[src/rtl/isq_enq_stage_if.sv]
// Enqueue-stage bundle: dispatch push side, issue-queue pop side, condition
// broadcast and rollback flush. master = environment, slave = the stage.
interface isq_enq_stage_if #(
    parameter int DATA_WIDTH   = 248,
    parameter int COND_WIDTH   = 2,
    parameter int ROB_SIZE_LOG = 6,
    parameter int DEPTH        = 4
);
    localparam int RID_W = ROB_SIZE_LOG + 1;
    localparam int CNT_W = $clog2(DEPTH) + 1;

    logic                  disp_valid;
    logic                  disp_ready;
    logic [DATA_WIDTH-1:0] disp_data;
    logic [COND_WIDTH-1:0] disp_condition;

    logic                  isq_enq_valid;
    logic                  isq_enq_ready;
    logic [DATA_WIDTH-1:0] isq_enq_data;
    logic [COND_WIDTH-1:0] isq_enq_condition;

    logic                  update_condition_valid;
    logic [RID_W-1:0]      update_condition_robid;
    logic [COND_WIDTH-1:0] update_condition_mask;
    logic [COND_WIDTH-1:0] update_condition_in;

    logic                  flush_valid;
    logic [RID_W-1:0]      flush_robid;

    logic [CNT_W-1:0]      count;

    modport master (
        output disp_valid, disp_data, disp_condition, isq_enq_ready,
               update_condition_valid, update_condition_robid,
               update_condition_mask, update_condition_in,
               flush_valid, flush_robid,
        input  disp_ready, isq_enq_valid, isq_enq_data, isq_enq_condition, count
    );

    modport slave (
        input  disp_valid, disp_data, disp_condition, isq_enq_ready,
               update_condition_valid, update_condition_robid,
               update_condition_mask, update_condition_in,
               flush_valid, flush_robid,
        output disp_ready, isq_enq_valid, isq_enq_data, isq_enq_condition, count
    );
endinterface

[src/rtl/isq_enq_stage.sv]
// In-order enqueue FIFO in front of the issue queue: snoops condition
// broadcasts for waiting entries and truncates its younger suffix on rollback.
module isq_enq_stage #(
    parameter int DATA_WIDTH   = 248,
    parameter int COND_WIDTH   = 2,
    parameter int ROB_SIZE_LOG = 6,
    parameter int DEPTH        = 4
) (
    input  logic           clock,
    input  logic           reset,
    isq_enq_stage_if.slave io
);
    localparam int PTR_W = $clog2(DEPTH);
    localparam int CNT_W = PTR_W + 1;
    localparam int RID_W = ROB_SIZE_LOG + 1;

    logic [DATA_WIDTH-1:0] data_mem [DEPTH];
    logic [COND_WIDTH-1:0] cond_q   [DEPTH];
    logic [COND_WIDTH-1:0] cond_d   [DEPTH];
    logic [DEPTH-1:0]      younger;

    logic [PTR_W-1:0] head_q, tail_q;
    logic [CNT_W-1:0] count_q;
    logic [CNT_W-1:0] survivors;
    logic             push, pop;

    function automatic logic [COND_WIDTH-1:0] merge_cond(
        input logic [COND_WIDTH-1:0] cond,
        input logic [RID_W-1:0]      rid,
        input logic                  upd_valid,
        input logic [RID_W-1:0]      upd_rid,
        input logic [COND_WIDTH-1:0] upd_mask,
        input logic [COND_WIDTH-1:0] upd_in
    );
        if (upd_valid && (upd_rid == rid))
            return (cond & ~upd_mask) | (upd_in & upd_mask);
        return cond;
    endfunction

    // Age compare across the wrap bit: the MSB flips the sense of the index compare.
    function automatic logic is_younger(input logic [RID_W-1:0] flush_rid,
                                        input logic [RID_W-1:0] rid);
        return flush_rid[RID_W-1] ^ rid[RID_W-1] ^
               (flush_rid[RID_W-2:0] < rid[RID_W-2:0]);
    endfunction

    assign io.disp_ready    = !reset && (count_q < CNT_W'(DEPTH)) && !io.flush_valid;
    assign io.isq_enq_valid = (count_q != '0) && !io.flush_valid;
    assign io.isq_enq_data  = data_mem[head_q];
    assign io.count         = count_q;

    assign push = io.disp_valid && io.disp_ready;
    assign pop  = io.isq_enq_valid && io.isq_enq_ready;

    assign io.isq_enq_condition = merge_cond(cond_q[head_q],
                                             data_mem[head_q][DATA_WIDTH-1 -: RID_W],
                                             io.update_condition_valid,
                                             io.update_condition_robid,
                                             io.update_condition_mask,
                                             io.update_condition_in);

    genvar gi;
    generate
        for (gi = 0; gi < DEPTH; gi++) begin : g_entry
            assign younger[gi] = is_younger(io.flush_robid,
                                            data_mem[gi][DATA_WIDTH-1 -: RID_W]);
            assign cond_d[gi] = (push && (tail_q == PTR_W'(gi)))
                ? merge_cond(io.disp_condition,
                             io.disp_data[DATA_WIDTH-1 -: RID_W],
                             io.update_condition_valid, io.update_condition_robid,
                             io.update_condition_mask, io.update_condition_in)
                : merge_cond(cond_q[gi],
                             data_mem[gi][DATA_WIDTH-1 -: RID_W],
                             io.update_condition_valid, io.update_condition_robid,
                             io.update_condition_mask, io.update_condition_in);
        end
    endgenerate

    // Younger entries form a suffix, so survivors is the run of old entries from head.
    always_comb begin
        logic             stop;
        logic [PTR_W-1:0] idx;
        survivors = '0;
        stop      = 1'b0;
        idx       = head_q;
        for (int k = 0; k < DEPTH; k++) begin
            idx = head_q + PTR_W'(k);
            if (!stop && (CNT_W'(k) < count_q) && !younger[idx])
                survivors = survivors + CNT_W'(1);
            else
                stop = 1'b1;
        end
    end

    always_ff @(posedge clock) begin
        if (push)
            data_mem[tail_q] <= io.disp_data;
        for (int i = 0; i < DEPTH; i++)
            cond_q[i] <= cond_d[i];
    end

    always_ff @(posedge clock) begin
        if (reset) begin
            head_q  <= '0;
            tail_q  <= '0;
            count_q <= '0;
        end else if (io.flush_valid) begin
            count_q <= survivors;
            tail_q  <= head_q + survivors[PTR_W-1:0];
        end else begin
            if (push)
                tail_q <= tail_q + PTR_W'(1);
            if (pop)
                head_q <= head_q + PTR_W'(1);
            if (push && !pop)
                count_q <= count_q + CNT_W'(1);
            else if (pop && !push)
                count_q <= count_q - CNT_W'(1);
        end
    end
endmodule

[src/flat_wrapper.sv]
// flat-port wrapper written by rule: the top's interface ports become plain ports
module isq_enq_stage_flat 
#(
    parameter int DATA_WIDTH   = 248,
    parameter int COND_WIDTH   = 2,
    parameter int ROB_SIZE_LOG = 6,
    parameter int DEPTH        = 4
)
  (clock, reset, io_disp_valid, io_disp_data, io_disp_condition, io_isq_enq_ready, io_update_condition_valid, io_update_condition_robid, io_update_condition_mask, io_update_condition_in, io_flush_valid, io_flush_robid, io_disp_ready, io_isq_enq_valid, io_isq_enq_data, io_isq_enq_condition, io_count);
  isq_enq_stage_if #(.DATA_WIDTH(DATA_WIDTH), .COND_WIDTH(COND_WIDTH), .ROB_SIZE_LOG(ROB_SIZE_LOG), .DEPTH(DEPTH)) io_i ();
  input  logic clock;
  input  logic reset;
  input wire logic [$bits(io_i.disp_valid)-1:0] io_disp_valid;
  input wire logic [$bits(io_i.disp_data)-1:0] io_disp_data;
  input wire logic [$bits(io_i.disp_condition)-1:0] io_disp_condition;
  input wire logic [$bits(io_i.isq_enq_ready)-1:0] io_isq_enq_ready;
  input wire logic [$bits(io_i.update_condition_valid)-1:0] io_update_condition_valid;
  input wire logic [$bits(io_i.update_condition_robid)-1:0] io_update_condition_robid;
  input wire logic [$bits(io_i.update_condition_mask)-1:0] io_update_condition_mask;
  input wire logic [$bits(io_i.update_condition_in)-1:0] io_update_condition_in;
  input wire logic [$bits(io_i.flush_valid)-1:0] io_flush_valid;
  input wire logic [$bits(io_i.flush_robid)-1:0] io_flush_robid;
  output wire logic [$bits(io_i.disp_ready)-1:0] io_disp_ready;
  output wire logic [$bits(io_i.isq_enq_valid)-1:0] io_isq_enq_valid;
  output wire logic [$bits(io_i.isq_enq_data)-1:0] io_isq_enq_data;
  output wire logic [$bits(io_i.isq_enq_condition)-1:0] io_isq_enq_condition;
  output wire logic [$bits(io_i.count)-1:0] io_count;
  assign io_i.disp_valid = io_disp_valid;
  assign io_i.disp_data = io_disp_data;
  assign io_i.disp_condition = io_disp_condition;
  assign io_i.isq_enq_ready = io_isq_enq_ready;
  assign io_i.update_condition_valid = io_update_condition_valid;
  assign io_i.update_condition_robid = io_update_condition_robid;
  assign io_i.update_condition_mask = io_update_condition_mask;
  assign io_i.update_condition_in = io_update_condition_in;
  assign io_i.flush_valid = io_flush_valid;
  assign io_i.flush_robid = io_flush_robid;
  assign io_disp_ready = io_i.disp_ready;
  assign io_isq_enq_valid = io_i.isq_enq_valid;
  assign io_isq_enq_data = io_i.isq_enq_data;
  assign io_isq_enq_condition = io_i.isq_enq_condition;
  assign io_count = io_i.count;
  isq_enq_stage #(.DATA_WIDTH(DATA_WIDTH), .COND_WIDTH(COND_WIDTH), .ROB_SIZE_LOG(ROB_SIZE_LOG), .DEPTH(DEPTH)) u_core (.clock(clock), .reset(reset), .io(io_i));
endmodule
[config.mk]
export PLATFORM = sky130hd
export DESIGN_NAME = isq_enq_stage_flat
export DESIGN_NICKNAME = d
export VERILOG_FILES = /design/src/rtl/isq_enq_stage_if.sv /design/src/rtl/isq_enq_stage.sv /design/src/flat_wrapper.sv
export SDC_FILE = /design/constraint.sdc
export NUM_CORES = 1
export LEC_CHECK = 0
export ABC_AREA = 1
export CELL_PAD_IN_SITES_DETAIL_PLACEMENT = 1
export CELL_PAD_IN_SITES_GLOBAL_PLACEMENT = 2
export CORE_MARGIN = 2
export CORE_UTILIZATION = 38
export CTS_CLUSTER_DIAMETER = 100
export DETAILED_ROUTE_END_ITERATION = 8
export GPL_TIMING_DRIVEN = 0
export HOLD_SLACK_MARGIN = 0.08
export PLACE_DENSITY = 0.76
export SLEW_MARGIN = 10
export SYNTH_ARGS = -nofsm -noshare
export SYNTH_HDL_FRONTEND = slang
export SYNTH_SLANG_ARGS = --single-unit
[constraint.sdc]
create_clock -name clock -period 9.1 [get_ports clock]
set_clock_uncertainty 0.1 [all_clocks]
set_input_delay 1.82 -clock clock [delete_from_list [all_inputs] [get_ports clock]]
set_output_delay 1.82 -clock clock [all_outputs]
set_load 0.01 [all_outputs]
# == After elaboration in Yosys (flattened, before gate mapping) ==
# Memories as Yosys holds them, arrays and structs flattened. A register that Yosys moved wholly into a read port is not among the register bits.
# Cells that the tools add are included.
# op_classes
bitwise,23
muxes,48
order_cmp,13
addsub,10
n_reduce_logical,39
n_eq_ne,9
# ops
cell,n
$mux W2,22
$eq A7 B7 Y1,6
$logic_and A1 B1 Y1,24
$lt A6 B6 Y1,4
$mux W3,6
$mux W1,16
$and A2 B2 Y2,7
$lt A2 B3 Y1 const B,4
$or A2 B2 Y2,6
$logic_not A1 Y1,10
$add A3 B1 Y3 const B,3
$bmux W1 S2,4
$xor A1 B1 Y1,8
$lt A1 B3 Y1 const A,2
$lt A2 B3 Y1 const A,2
$reduce_bool A3 Y1,2
$add A2 B1 Y2 const B,2
$add A2 B2 Y2 const B,2
$eq A2 B2 Y1 const B,2
$lt A3 B3 Y1 const B,1
$sub A3 B1 Y3 const B,1
$add A1 B1 Y2 const B,1
$add A2 B2 Y2,1
$eq A2 B1 Y1 const B,1
other kinds (5),5
# word_totals
ff_bits,7
ramBits,1000
word_cells,147
memories,2
# memory_table
memory,depth,width,read_ports,rd_clocked_by_memory_dff,write_ports,line_no,source
u_core.data_mem,4,248,5,1,1,isq_enq_stage.sv:17,logic [DATA_WIDTH-1:0] data_mem [DEPTH];
u_core.cond_q,4,2,5,1,4,isq_enq_stage.sv:18,logic [COND_WIDTH-1:0] cond_q [DEPTH];

# == Depth between registers and ports, before layout ==
# An unclocked memory read counts as a cell.
# logic_depth
ltp_word,20
mapped_depth,28
ltp_nobuf,28

# == Worst setup path after synthesis ==
# No wires, ideal clock.
# synth_timing
path_kind,input port to flip-flop
startpoint,in io_flush_valid
endpoint,reg (tool-made name)
path_stages,7
arrival_time_ps,8022
t_required_ps,8508
setup_time_ps,492
slack_ps,486
n_path_buf,1
path_cell_list,buf_4 nor3_1 nand2_1 inv_2 nand2_1 inv_1 o21ai_0
# synth_lines
element,line_no,source
start: declaration,flat_wrapper.sv:21,input wire logic [$bits(io_i.flush_valid)-1:0] io_flush_valid;

# == Final worst setup path ==
# layout_timing
startpoint,in io_update_condition_robid[6]
endpoint,out io_isq_enq_condition[1]
# layout_via
elab_chain_len,4
# layout_lines
element,line_no,source
start: declaration,flat_wrapper.sv:18,input wire logic [$bits(io_i.update_condition_robid)-1:0] io_update_condition_robid;
$eq A7 B7 Y1,isq_enq_stage.sv:35,if (upd_valid && (upd_rid == rid))
$logic_and A1 B1 Y1,isq_enq_stage.sv:35,
$mux W1,isq_enq_stage.sv:35,
$mux W2,isq_enq_stage.sv:37,return cond;
end: declaration,flat_wrapper.sv:26,output wire logic [$bits(io_i.isq_enq_condition)-1:0] io_isq_enq_condition;
# Every way passes these cells.

==> impl_metrics.json <==
{
  "worst_path_max_delay_cell": "clkdlybuf4s50_1",
  "synth_area_sq_mm": 0.0389,
  "final_hold_viol_count": 0,
  "gp_congestion": 0.848,
  "crit_fanout": 7,
  "cpMostUsedCell": "clkdlybuf4s50_1",
  "fin_area_sq_mm": 0.0495,
  "synth-edff-count": 1000,
  "drtIter0Drc": 1816,
  "chipWidth_um": 324,
  "synth_simple_gate_area_share_pct": 6.63,
  "grt_max_degree": 91,
  "path_cells": "clkdlybuf4s50_1, inv_1, xor2_1, nor4_1, and2_1, nand2_1, o21ai_1, clkdlybuf4s50_1",
  "post_cts_resized": 0,
  "core_area_sq_mm": 0.102,
  "dieArea_sq_mm": 0.105,
  "async_reset_ff_share_pct": 0,
  "critPathRequiredTime_ns": 7.18,
  "final_nets": 3751,
  "r2r_end": "u_core.tail_q[1]$_SDFFE_PP0P_",
  "muxShareOfSynthArea_pct": 0,
  "drive_gt1_share_pct": 5.30,
  "antenna_found_initial": 27,
  "rsz0062_at_grt": "no",
  "grt_use_total_pct": 22.9,
  "cts_made_buffers": 107,
  "routed_wl_um": 122000,
  "overflow": 0,
  "rr_worst_depth": 27,
  "clockBufferDepth": 3,
  "status": "finished clean",
  "clk_pin_slew_worst_paths_ns": 0.06,
  "synthAdderAreaFrac_pct": 0.998,
  "r2r_start": "u_core.data_mem[3][246]$_DFFE_PP_",
  "powerDensity_mw_per_mm2": 217,
  "hp-class": "reg2reg",
  "via_per_inst": 5.32,
  "tightest_slew_ns": 1.06,
  "hpwlAfterDp_um": 80000,
  "post-route-min-period_ns": 6.28,
  "maxSlewViolCount": 0,
  "setup_viol": 0,
  "worstSetupEndpointType": "output pin",
  "cts_setup_buffers": 0,
  "wl_per_cell_um": 24.9,
  "criticalPathCategory": "in2out",
  "p_leak_nw": 16.4,
  "cts_hold_buffers": 0,
  "path_delay_family": "buffers and inverters",
  "yosysSeqAreaShare_pct": 77.7,
  "fp-row-count": 117,
  "max_freq_mhz": 159,
  "cpPeakStageDelay_ns": 0.60,
  "grt_pass1_vias": 28200,
  "synthFlopType": "edfxtp_1",
  "cts_sinks": 1009,
  "drc_errors": 0,
  "utilization_pct": 48.7,
  "synth_compound_gate_area_share_pct": 11.7,
  "netlist_instances": 2802,
  "cap_violations": 0,
  "peakVddDrop_mv": 0.183,
  "yosys_warnings": 0,
  "synth_top_family_by_area": "compound AO/OA/AOI/OAI gates",
  "start_util_pct": 38.3,
  "maxSlewHeadroom_pct": 29.2,
  "synthToLayoutAreaGrowth_pct": 27.3,
  "grt_pass1_wl_um": 178000,
  "worstHoldPathCells": 2,
  "htree_levels": 3,
  "yosys.area_share.xor_xnor_pct": 0.473,
  "num_io_pins": 529,
  "place_area_sq_mm": 0.0462,
  "io_buffers": 524,
  "ys_ff_latch": 1009,
  "setup_ws_ns": 2.82,
  "hold-worst-slack_ns": 0.441,
  "crit_path_start_kind": "input port",
  "first_pass_iters": 5,
  "synth.distinct_cells": 38,
  "syn-num-nets": 3107,
  "num_vias": 26100,
  "cts_root_buf": "clkbuf_16",
  "clk_latency_ns": 0.67,
  "finalCritPeriodShare_pct": 69.0,
  "hp-start": "u_core.io.count[1]$_SDFFE_PP0P_",
  "crit_buf_inv": 3,
  "worstPathArrival_ns": 4.36,
  "cts_tree": "done",
  "pre_cts_slack_ns": 2.88,
  "hold_end": "u_core.io.count[1]$_SDFFE_PP0P_",
  "syn_avg_cell_area_sq_um": 13.9,
  "ant_nets": 0,
  "reg2reg_slack_ns": 5.23,
  "die_y_um": 324
}
-- area by class of cell --
type / count / area [sq um]
repair buffers: 535 / 5550
flip-flops and latches: 1009 / 30200
clock buffers: 132 / 2840
fillers: 10300 / 52100
diodes: 13 / 32.5
well taps: 1368 / 1710
clock inverters: 62 / 470
multi-input cells: 1543 / 7700
plain buffers: 170 / 664
inverters: 80 / 332
-- placed cells by master, fill, tap and decap left out, drive strengths merged, types with 2 or more instances in the layout --
| cell type | n |
|---|---|
| nor3 | 4 |
| buf | 22 |
| a211oi | 2 |
| nand2 | 112 |
| a21o | 2 |
| a31oi | 2 |
| o211ai | 2 |
| ha | 31 |
| xnor2 | 6 |
| nor2 | 503 |
| dfxtp | 9 |
| o21ai | 529 |
| a21oi | 36 |
| inv | 80 |
| edfxtp | 1000 |
| a221oi | 3 |
| o31ai | 2 |
| clkinv | 54 |
| nand3 | 30 |
| clkinvlp | 2 |
| o2111ai | 4 |
| xor2 | 15 |
| clkbuf | 291 |
| clkdlybuf4s50 | 524 |
| o22ai | 251 |
| bufinv | 6 |
| diode | 13 |
| and2 | 2 |
| nor4 | 4 |
-- per-layer routing --
layer / wire length, um / up-vias / global-route usage (%) / share of wire [%]
met4: 3030 / 28 / 7.25 / 2.5
met3: 9550 / 201 / 6.28 / 7.8
met5: 182 / - / 0 / 0.15
met1: 48900 / 13300 / 28.2 / 40
met2: 60800 / 798 / 39.1 / 50
li1: - / 11800 / - / -
-- kinds of logic (layout without fill, tap and decap cells) --
kind of cell             Yosys count  in the layout
flip-flops                      1009           1009
AO/OA/AOI/OAI                    835            835
AND/OR/NAND/NOR                  656            656
buffers and inverters            250            979
adder cells (fa/ha/maj)           31             31
XOR/XNOR                          21             21
other                              0             13
-- worst min-delay path, cell delays in order, from the launching register on --
cell and delay, ns:
dfxtp_1 0.35, nand2_1 0.08, a21oi_1 0.06
-- sequential cells by signal, summed over array words and instances (netlist names), named ones only --
register         flops
u_core.data_mem    992
u_core.tail_q        2
u_core.io.count      3
u_core.head_q        2
-- worst max-delay path by stage --
stage / cells after the start / start / slack, ns / to
after floorplan: 7 / io_flush_valid / 0.49 / flop
final: 8 / io_update_condition_robid[6] / 2.82 / io_isq_enq_condition[1]
after CTS: 7 / flop / 2.60 / io_isq_enq_data[171]
after global placement: 8 / reset / -5.41 / flop
after global routing: 7 / flop / 2.52 / io_isq_enq_data[179]
after detailed placement: 8 / io_update_condition_robid[6] / 2.88 / io_isq_enq_condition[1]
-- cell usage after synthesis, types with 6 or more instances --
cell type,n,area (sq um)
a21oi_1,35,175
buf_2,6,30.0
clkbuf_1,159,597
dfxtp_1,9,180
edfxtp_1,1000,30000
ha_1,31,388
inv_1,76,285
nand2_1,106,398
nand2_2,6,37.5
nand3_1,26,130
nor2_1,500,1880
o21ai_0,525,2630
o22ai_1,251,1570
xnor2_1,6,52.6
xor2_1,15,131
-- per-stage QoR --
step	power, mW	setup TNS (ns)	std cells
3_5_place_dp	6.70	0	4705
2_1_floorplan	5.88	0	2802
3_3_place_gp	6.69	-4007.45	4694
4_1_cts	10.8	0	4899
5_1_grt	11.1	0	4908
6_report	10.7	0	4912
-- where the power goes --
part	leakage [nW]	total (mW)	switching (mW)	internal (mW)
registers	9.10	5.22	0.0237	5.20
logic	5.65	1.37	0.808	0.566
clock network	1.62	4.13	1.76	2.37
total	16.4	10.7	2.59	8.13
Power figures use the tool's default switching activity.
